===== src/rtl/tiny_npu_loader.sv =====
// Job feeder for the TinyNPU datapath: accepts SIZE*SIZE weights and SIZE activations
// on a byte stream, replays them as load strobes, then sequences the mac/out/done pulses.
module tiny_npu_loader #(
    parameter int SIZE     = 4,
    parameter int NBITS    = 8,
    parameter int MAC_WAIT = SIZE + 2,
    parameter int OUT_WAIT = SIZE
) (
    input  logic                    clk,
    input  logic                    rst,
    input  logic                    start,
    input  logic                    abort,
    input  logic [NBITS-1:0]        in_data,
    input  logic                    in_val,
    output logic                    in_rdy,
    output logic [NBITS-1:0]        w_in,
    output logic                    w_load_val,
    output logic [$clog2(SIZE)-1:0] w_load_sel,
    output logic [NBITS-1:0]        x_in,
    output logic                    x_load_val,
    output logic                    mac_val,
    output logic                    out_val,
    output logic                    busy,
    output logic                    done
);

    localparam int SEL_W    = $clog2(SIZE);
    localparam int WIDX_W   = $clog2(SIZE * SIZE);
    localparam int XIDX_W   = $clog2(SIZE);
    localparam int WAIT_MAX = (MAC_WAIT > OUT_WAIT) ? MAC_WAIT : OUT_WAIT;
    localparam int WAIT_W   = (WAIT_MAX > 0) ? $clog2(WAIT_MAX + 1) : 1;

    localparam logic [WIDX_W-1:0] W_LAST = WIDX_W'(SIZE * SIZE - 1);
    localparam logic [XIDX_W-1:0] X_LAST = XIDX_W'(SIZE - 1);
    localparam logic [WIDX_W-1:0] W_DIV  = WIDX_W'(SIZE);

    typedef enum logic [2:0] {
        IDLE,
        LOAD_W,
        LOAD_X,
        MAC,
        WAIT_MAC,
        OUT,
        WAIT_OUT,
        DONE
    } state_t;

    state_t              state_reg, state_next;
    logic [WIDX_W-1:0]   widx_reg, widx_next;
    logic [XIDX_W-1:0]   xidx_reg, xidx_next;
    logic [WAIT_W-1:0]   wait_reg, wait_next;
    logic                transfer;

    assign in_rdy   = (state_reg == LOAD_W) || (state_reg == LOAD_X);
    assign transfer = in_val && in_rdy && !abort;

    always_comb begin
        state_next = state_reg;
        widx_next  = widx_reg;
        xidx_next  = xidx_reg;
        wait_next  = wait_reg;
        case (state_reg)
            IDLE: begin
                // The done cycle is already IDLE; holding off start there keeps the
                // earliest next start in the cycle after done.
                if (start && !done) begin
                    state_next = LOAD_W;
                end
            end
            LOAD_W: begin
                if (transfer) begin
                    if (widx_reg == W_LAST) begin
                        widx_next  = '0;
                        state_next = LOAD_X;
                    end else begin
                        widx_next = widx_reg + 1'b1;
                    end
                end
            end
            LOAD_X: begin
                if (transfer) begin
                    if (xidx_reg == X_LAST) begin
                        xidx_next  = '0;
                        state_next = MAC;
                    end else begin
                        xidx_next = xidx_reg + 1'b1;
                    end
                end
            end
            MAC: begin
                if (MAC_WAIT > 0) begin
                    state_next = WAIT_MAC;
                    wait_next  = WAIT_W'(MAC_WAIT - 1);
                end else begin
                    state_next = OUT;
                end
            end
            WAIT_MAC: begin
                if (wait_reg == '0) begin
                    state_next = OUT;
                end else begin
                    wait_next = wait_reg - 1'b1;
                end
            end
            OUT: begin
                if (OUT_WAIT > 0) begin
                    state_next = WAIT_OUT;
                    wait_next  = WAIT_W'(OUT_WAIT - 1);
                end else begin
                    state_next = DONE;
                end
            end
            WAIT_OUT: begin
                if (wait_reg == '0) begin
                    state_next = DONE;
                end else begin
                    wait_next = wait_reg - 1'b1;
                end
            end
            DONE: begin
                state_next = IDLE;
            end
            default: begin
                state_next = IDLE;
            end
        endcase
        if (abort) begin
            state_next = IDLE;
            widx_next  = '0;
            xidx_next  = '0;
            wait_next  = '0;
        end
    end

    // Pulse outputs lag their state by one cycle; abort kills anything due next cycle.
    always_ff @(posedge clk or negedge rst) begin
        if (!rst) begin
            state_reg  <= IDLE;
            widx_reg   <= '0;
            xidx_reg   <= '0;
            wait_reg   <= '0;
            w_in       <= '0;
            w_load_val <= 1'b0;
            w_load_sel <= '0;
            x_in       <= '0;
            x_load_val <= 1'b0;
            mac_val    <= 1'b0;
            out_val    <= 1'b0;
            busy       <= 1'b0;
            done       <= 1'b0;
        end else begin
            state_reg  <= state_next;
            widx_reg   <= widx_next;
            xidx_reg   <= xidx_next;
            wait_reg   <= wait_next;
            w_load_val <= transfer && (state_reg == LOAD_W);
            x_load_val <= transfer && (state_reg == LOAD_X);
            if (transfer && (state_reg == LOAD_W)) begin
                w_in       <= in_data;
                w_load_sel <= SEL_W'(widx_reg / W_DIV);
            end
            if (transfer && (state_reg == LOAD_X)) begin
                x_in <= in_data;
            end
            mac_val <= (state_reg == MAC) && !abort;
            out_val <= (state_reg == OUT) && !abort;
            done    <= (state_reg == DONE) && !abort;
            busy    <= !abort && ((state_next != IDLE) || (state_reg == DONE));
        end
    end

endmodule


===== config.mk =====
export PLATFORM = sky130hd
export DESIGN_NAME = tiny_npu_loader
export DESIGN_NICKNAME = d
export VERILOG_FILES = /design/src/rtl/tiny_npu_loader.sv
export SDC_FILE = /design/constraint.sdc
export NUM_CORES = 1
export LEC_CHECK = 0
export ABC_AREA = 1
export CORE_ASPECT_RATIO = 1.4
export CORE_MARGIN = 2
export CORE_UTILIZATION = 35
export CTS_CLUSTER_DIAMETER = 200
export DETAILED_ROUTE_END_ITERATION = 8
export PLACE_DENSITY = 0.65
export SLEW_MARGIN = 20
export SYNTH_ARGS = -nofsm -noshare
export SYNTH_HDL_FRONTEND = slang
export SYNTH_SLANG_ARGS = --single-unit

===== constraint.sdc =====
create_clock -name clk -period 1.35 [get_ports clk]
set_clock_uncertainty 0.05 [all_clocks]
set_input_delay 0.27 -clock clk [delete_from_list [all_inputs] [get_ports clk]]
set_output_delay 0.27 -clock clk [all_outputs]
set_load 0.1 [all_outputs]

==> results by group, run 1 <==
Run status
  • Status: complete, but fails checks
  • Failing checks: negative setup slack

Clocking
  • H-tree depth: 2
  • CTS root buffer: clkbuf_8
  • TritonCTS clock tree: done
  • Clk sinks: 36
  • Clock Tree Buf Depth: 2
  • TritonCTS buffer count: 5
  • Worst skew pair latency: 0.29 ns
  • Clock transition at the registers of the reported paths: ~0.070 ns

Pwr
  • NetSw: between 0.001 and 0.0015 W
  • Design Power: roughly 0.0032 W
  • Logic pwr share: 0.372
  • PD cells: around 1100 mW/mm^2
  • Sw Share: 0.380
  • Max IR drop VDD: roughly 950 uV
  • Pint: 0.00201 W
  • Leakage power: around 1.4 nW
  • Flop pwr share: 0.384
  • Clock Power Share: 0.244

Global route
  • First-pass GRT wire length: 6580 um
  • Number of global-route vias before repair: 1,480
  • Overall Global Routing Usage: 0.167
  • Initial antenna violation count: 0
  • Pin count of the biggest net entering global routing: 24
  • Total gr overflow: 0

Floorplan
  • Die Span Y: ~85 um
  • Top-level I/O count: 38
  • Die Wd: roughly 62 um
  • Core area: between 0.004 and 0.005 mm^2
  • Initial Util: 0.364
  • # rows: 29
  • Die area: ~0.0053 mm^2

Timing
  • Max Fclk: ~640 MHz
  • Final worst slack: -0.204 ns
  • Final hold viol count: 0
  • Slew Limit Headroom: 0.768
  • Final setup fails: 26
  • RSZ-0062 raised after global routing: true
  • Minimum clock period: 1.55 ns
  • Slew Limit Fails: 0
  • Total Neg Setup Slack: -2.26 ns
  • Worst Tran Pin Value: approximately 0.35 ns
  • Tcrit/Tclk final: 1.15
  • Hold WS: 0.361 ns

Logic synthesis
  • Post-synth cell types: 24
  • Synthesized instance count: 184
  • Number of synthesized register bits: 36
  • Register area share after synthesis: 0.545
  • Post-Synthesis Cell Area: around 0.0017 mm^2
  • Synth Area per Inst: 8.98 um^2
  • Synth Warn #: 0
  • Syn nets: about 200

Setup path
  • CP cell instances: nor2_2 > nand2_2 > o21ai_4 > buf_12
  • Worst setup EP type: primary output
  • Worst Path Buf+Inv: 1
  • Startpoint types: flip-flop
  • Flop-to-flop setup slack: -0.17 ns
  • Critical Path Max Stage Delay: around 0.43 ns
  • WP data arrival: 1.23 ns
  • Top delay family on crit path: flip-flops
  • Data required, critical path: between 1 and 1.5 ns
  • Reg2Reg Depth: 8
  • Crit path max-delay cell type: dfrtp_1
  • CP max FO: 3
  • RR Startpoint: state_reg[2]
  • End point of the critical path: in_rdy
  • Setup Crit Path Kind: reg -> out
  • Worst r2r dst: x_in[1]
  • Critical path origin: state_reg[2]
  • Crit path depth: 4

Hold path
  • Worst min path class: in -> async

Run
  • MaxCap Viol Count: 0

Route
  • 1st-pass router iterations: 4
  • DRC viols: 0
  • DR iter-0 viols: 68
  • WL/cell: between 10 and 15 um
  • WL final: between 4000 and 5000 um
  • Post-route ant nets: 0
  • DR vias/cell: about 4.8
  • Vias: 1,526

Finish
  • Most common cell after layout, fill and taps aside: dfrtp_1
  • Share of cells above drive strength 1: 0.422
  • Area of the multi-input gates: 759 um^2
  • Fillers: between 300 and 400
  • Commonest non-fill, non-tap cells in the layout: 35 x dfrtp_1, 34 x nand2_1, 28 x buf_12, 24 x inv_1, 14 x buf_4
  • Final nets: 272
  • Layout Cells excl Fill: 318
  • P&R area growth vs syn: 76.8%
  • Reg area: around 900 um^2
  • Number of diodes: 0

Placed design
  • Half-perimeter wire length after placement: around 2800 um
  • Placer congestion estimate: ~0.8
  • Number of port buffers: 37
  • Placed cells: roughly 300
-- routing by layer --
metal  routed length [um]  GRT usage
met5                    0          0
met1                 1650      0.187
met2                 2680      0.286
met4                  156     0.0619
met3                  239     0.0488
-- final cells by class --
class	count	share of cell area
timing repair buffer	68	0.330
sequential	36	0.309
multi-input combinational	113	0.260
inverter	31	0.0441
clock buffer	8	0.0308
tap	62	0.0265
-- through the flow --
step | utilization | setup WS, ns | instance area, um^2
after floorplan | - | -0.121 | 1670
after global placement | 0.545 | -0.187 | 2470
after detailed placement | 0.545 | -0.211 | 2470
after CTS | 0.586 | -0.212 | 2660
after global routing | 0.644 | -0.235 | 2920
final | 0.644 | -0.204 | 2920
-- how the worst min path moves through the flow --
| stage | startpoint | endpoint | slack (ns) | cells after the start |
|---|---|---|---|---|
| 2_1_floorplan | rst | busy | -0.08 | 0 |
| 3_3_place_gp | rst | out_val | 0.15 | 1 |
| 3_5_place_dp | rst | out_val | 0.15 | 1 |
| 4_1_cts | rst | state_reg[2] | 0.37 | 2 |
| 5_1_grt | rst | out_val | 0.40 | 2 |
| 6_report | rst | out_val | 0.36 | 2 |
-- what timing repair did --
| action | CTS | global route |
|---|---|---|
| endpoints found under the setup margin | 1 | 25 |
| hold endpoints to repair | 13 | 0 |
| gates cloned | 0 | 3 |
| hold buffers | 1 | 0 |
| resized for setup | 11 | 48 |
| buffers inserted | 6 | 6 |
| pin swaps | 5 | 17 |
-- synthesized netlist by cell type --
cell	count	area share
buf_8	1	0.0091
buf_2	2	0.0061
o22ai_4	1	0.012
o21ai_1	10	0.030
nand2_2	1	0.0038
nor2_4	1	0.0068
nand2_4	1	0.0068
xor2_1	1	0.0053
nand4_1	2	0.0076
ha_1	4	0.030
inv_2	3	0.0068
nand3_1	11	0.033
dfrtp_1	36	0.55
nor2_2	1	0.0038
buf_6	1	0.0068
inv_1	28	0.064
o21ai_0	12	0.036
o21ai_2	8	0.042
a21oi_1	2	0.0061
nor2_1	12	0.027
buf_4	1	0.0045
nor3_1	1	0.0030
or2_2	2	0.0076
nand2_1	42	0.095
-- power by group through the flow --
stage | Combinational (W) | Sequential (W) | Clock, W
3_5_place_dp | 0.00113 | 0.00126 | 0
5_1_grt | 0.00125 | 0.00125 | 0.000857
2_1_floorplan | 0.000138 | 0.00176 | 0
3_3_place_gp | 0.00112 | 0.00127 | 0
4_1_cts | 0.00116 | 0.00125 | 0.000808
6_report | 0.00120 | 0.00125 | 0.000791
-- cell families after synthesis --
group / Yosys count / share of synthesized area
simple gates: 74 / 0.195
fa+ha+maj: 4 / 0.0303
compound gates: 33 / 0.127
xor+xnor: 1 / 0.00530
flops: 36 / 0.545
buf+inv: 36 / 0.0969
Note: power is estimated with default switching activity, not from simulation.
==> run 2: changes to the inputs <==
Settings changed: CORE_MARGIN 2 to 4.
==> run 2 against run 1 <==
Effect of this change: the run still ends with negative setup slack left; worst setup slack got worse by 0.0092 ns; sequential share of layout area is 1.7 points higher; flip-flop and latch count unchanged; critical path depth unchanged; clock-buffer cell count stayed put; die area is 11% higher; final area is 5.1% lower; fmax fell by 0.59%; via count down 7.3%; non-clock buffer count down 4; utilization decreased by 3.3 points; clock power is 1% lower.
==> results by group, run 2 (synthesis gave the netlist of run 1 again) <==
Run status
  • Status: complete, but fails checks
  • Failing checks: negative setup slack

Finish
  • Most common cell after layout, fill and taps aside: dfrtp_1
  • Commonest non-fill, non-tap cells in the layout: 34 x dfrtp_1, 32 x nand2_1, 27 x inv_1, 27 x buf_12, 18 x buf_4
  • Number of diodes: 0 (unchanged)
  • Fillers: 375 (+5.9%)
  • Final nets: 267 (-1.8%)
  • Share of cells above drive strength 1: 0.382 (-0.0394)
  • P&R area growth vs syn: 67.9%

Run
  • MaxCap Viol Count: 0 (unchanged)

Route
  • 1st-pass router iterations: 4 (unchanged)
  • Vias: 1,414 (-7.3%)
  • DR vias/cell: 4.52 (-5.9%)
  • DRC viols: 0 (unchanged)
  • Post-route ant nets: 0 (unchanged)
  • DR iter-0 viols: 43 (-37%)
  • WL final: 3950 um (-17%)
  • WL/cell: 12.6 um (-15%)

Hold path
  • Worst min path class: in -> async

Clocking
  • Worst skew pair latency: 0.29 ns (about the same)
  • CTS root buffer: clkbuf_8
  • Clk sinks: 36 (unchanged)
  • H-tree depth: 2 (unchanged)
  • TritonCTS buffer count: 5 (unchanged)
  • TritonCTS clock tree: done
  • Clock Tree Buf Depth: 2 (unchanged)
  • Clock transition at the registers of the reported paths: 0.06 ns (about the same)

Timing
  • Final hold viol count: 0 (unchanged)
  • Slew Limit Headroom: 0.808 (+0.0401)
  • Max Fclk: 640 MHz (-0.59%)
  • Hold WS: 0.441 ns (+0.0798 ns)
  • Final setup fails: 13 (-50%)
  • Worst Tran Pin Value: 0.287 ns (-0.0621 ns)
  • Final worst slack: -0.214 ns (-0.00916 ns)
  • Tcrit/Tclk final: 1.16 (+0.00678)
  • Minimum clock period: 1.56 ns (+0.00916 ns)
  • RSZ-0062 raised after global routing: true
  • Slew Limit Fails: 0 (unchanged)

Pwr
  • PD cells: 1150 mW/mm^2 (+3.7%)
  • Leakage power: 1.34 nW (-4.3%)
  • Max IR drop VDD: 881 uV (-6.9%)

Setup path
  • Data required, critical path: 1.03 ns (about the same)
  • Reg2Reg Depth: 6 (-2)
  • Worst r2r dst: widx_reg[3]
  • CP max FO: 3 (unchanged)
  • RR Startpoint: state_reg[2]
  • Worst setup EP type: primary output
  • Setup Crit Path Kind: reg -> out
  • WP data arrival: 1.24 ns (about the same)
  • Startpoint types: flip-flop
  • Flop-to-flop setup slack: -0.04 ns (+0.13 ns)

Global route
  • Overall Global Routing Usage: 0.140 (-0.0266)
  • Number of global-route vias before repair: 1,409 (-4.8%)
  • Pin count of the biggest net entering global routing: 37 (+54%)
  • Initial antenna violation count: 0 (unchanged)
  • Total gr overflow: 0 (unchanged)
  • First-pass GRT wire length: 6260 um (-4.9%)

Placed design
  • Half-perimeter wire length after placement: 2660 um (-4.0%)
  • Number of port buffers: 37 (unchanged)
  • Placer congestion estimate: 0.793 (+1.8%)
  • Setup WS pre-CTS: -0.235 ns (-0.0244 ns)

Floorplan
  • # rows: 29 (unchanged)
  • Die area: 0.00590 mm^2 (+11%)
  • Core area: 0.00454 mm^2 (unchanged)
  • Die Span Y: 89.3 um (+4.7%)
  • Die Wd: 66.1 um (+6.4%)
  • Initial Util: 0.364 (unchanged)
  • Top-level I/O count: 38 (unchanged)
[run 2: cell count changes in the layout (fill, tap and decap cells not counted), moves of 3 or more]
cell	change
buf_6	-7
o21ai_0	+5
buf_4	+4
nand2_4	+4
inv_1	+3
nand3_4	-3
o21ai_2	-3
[run 2: worst max-delay path by stage]
stage                  from           to  slack (ns)  cells after the start
5_1_grt        state_reg[2]       in_rdy       -0.26                      4
4_1_cts        state_reg[0]       in_rdy       -0.19                      4
2_1_floorplan  state_reg[0]       in_rdy       -0.12                      3
6_report       state_reg[2]       in_rdy       -0.21                      4
3_5_place_dp         in_val  xidx_reg[1]       -0.24                      4
3_3_place_gp          abort      w_in[3]       -0.23                      6
[run 2: layer usage]
metal	vias up	track usage	wire [um]
met5	-	0	0
met4	0	0.0573	64
met3	7	0.0403	234
met2	34	0.240	2130
met1	665	0.163	1520
li1	708	-	-
[run 2: final cells by class]
cell class,count,area [um^2],share of cell area
inverter,31,121,0.0437
clock buffer,8,90.1,0.0325
timing repair buffer,64,878,0.317
tap,62,77.6,0.0280
sequential,36,903,0.326
multi-input combinational,112,704,0.254
[run 2: stage by stage]
| stage | setup TNS, ns | std cells | util | cell area (um^2) | power (W) |
|---|---|---|---|---|---|
| finish | -0.479 | 313 | 0.612 | 2780 | 0.00319 |
| global route | -1.80 | 313 | 0.612 | 2780 | 0.00333 |
| CTS | -0.189 | 309 | 0.583 | 2650 | 0.00321 |
| detailed placement | -4.62 | 294 | 0.542 | 2460 | 0.00239 |
| global placement | -4.66 | 294 | 0.542 | 2460 | 0.00238 |
| floorplan | -0.121 | 184 | - | 1670 | 0.00190 |
[run 2: critical path, cell delays in order (launching register included)]
cell,delay [ns]
dfrtp_1,0.42
nor2_2,0.20
nand2_4,0.08
o21ai_4,0.07
buf_12,0.19
[run 2: power by group]
part	internal [W]	leakage (nW)	total, W	switching, W
clock network	0.000416	0.0455	0.000781	0.000365
logic	0.000418	0.811	0.00116	0.000739
registers	0.00116	0.485	0.00125	0.0000946
total	0.00199	1.34	0.00319	0.00120
[run 2: timing repair]
action | in CTS | in global routing
hold endpoints to repair | 36 | 0
hold buffers | 1 | 0
gates resized for setup | 11 | 25
endpoints found under the setup margin | 5 | 27
gates cloned | 0 | 2
buffers inserted | 6 | 2
pin swaps | 5 | 3
==> run 3: changes to the inputs <==
Settings changed: CTS_CLUSTER_DIAMETER 200 to default.
==> results of run 3 <==
No change in the layout: final DEF, timing and power equal those of run 2.
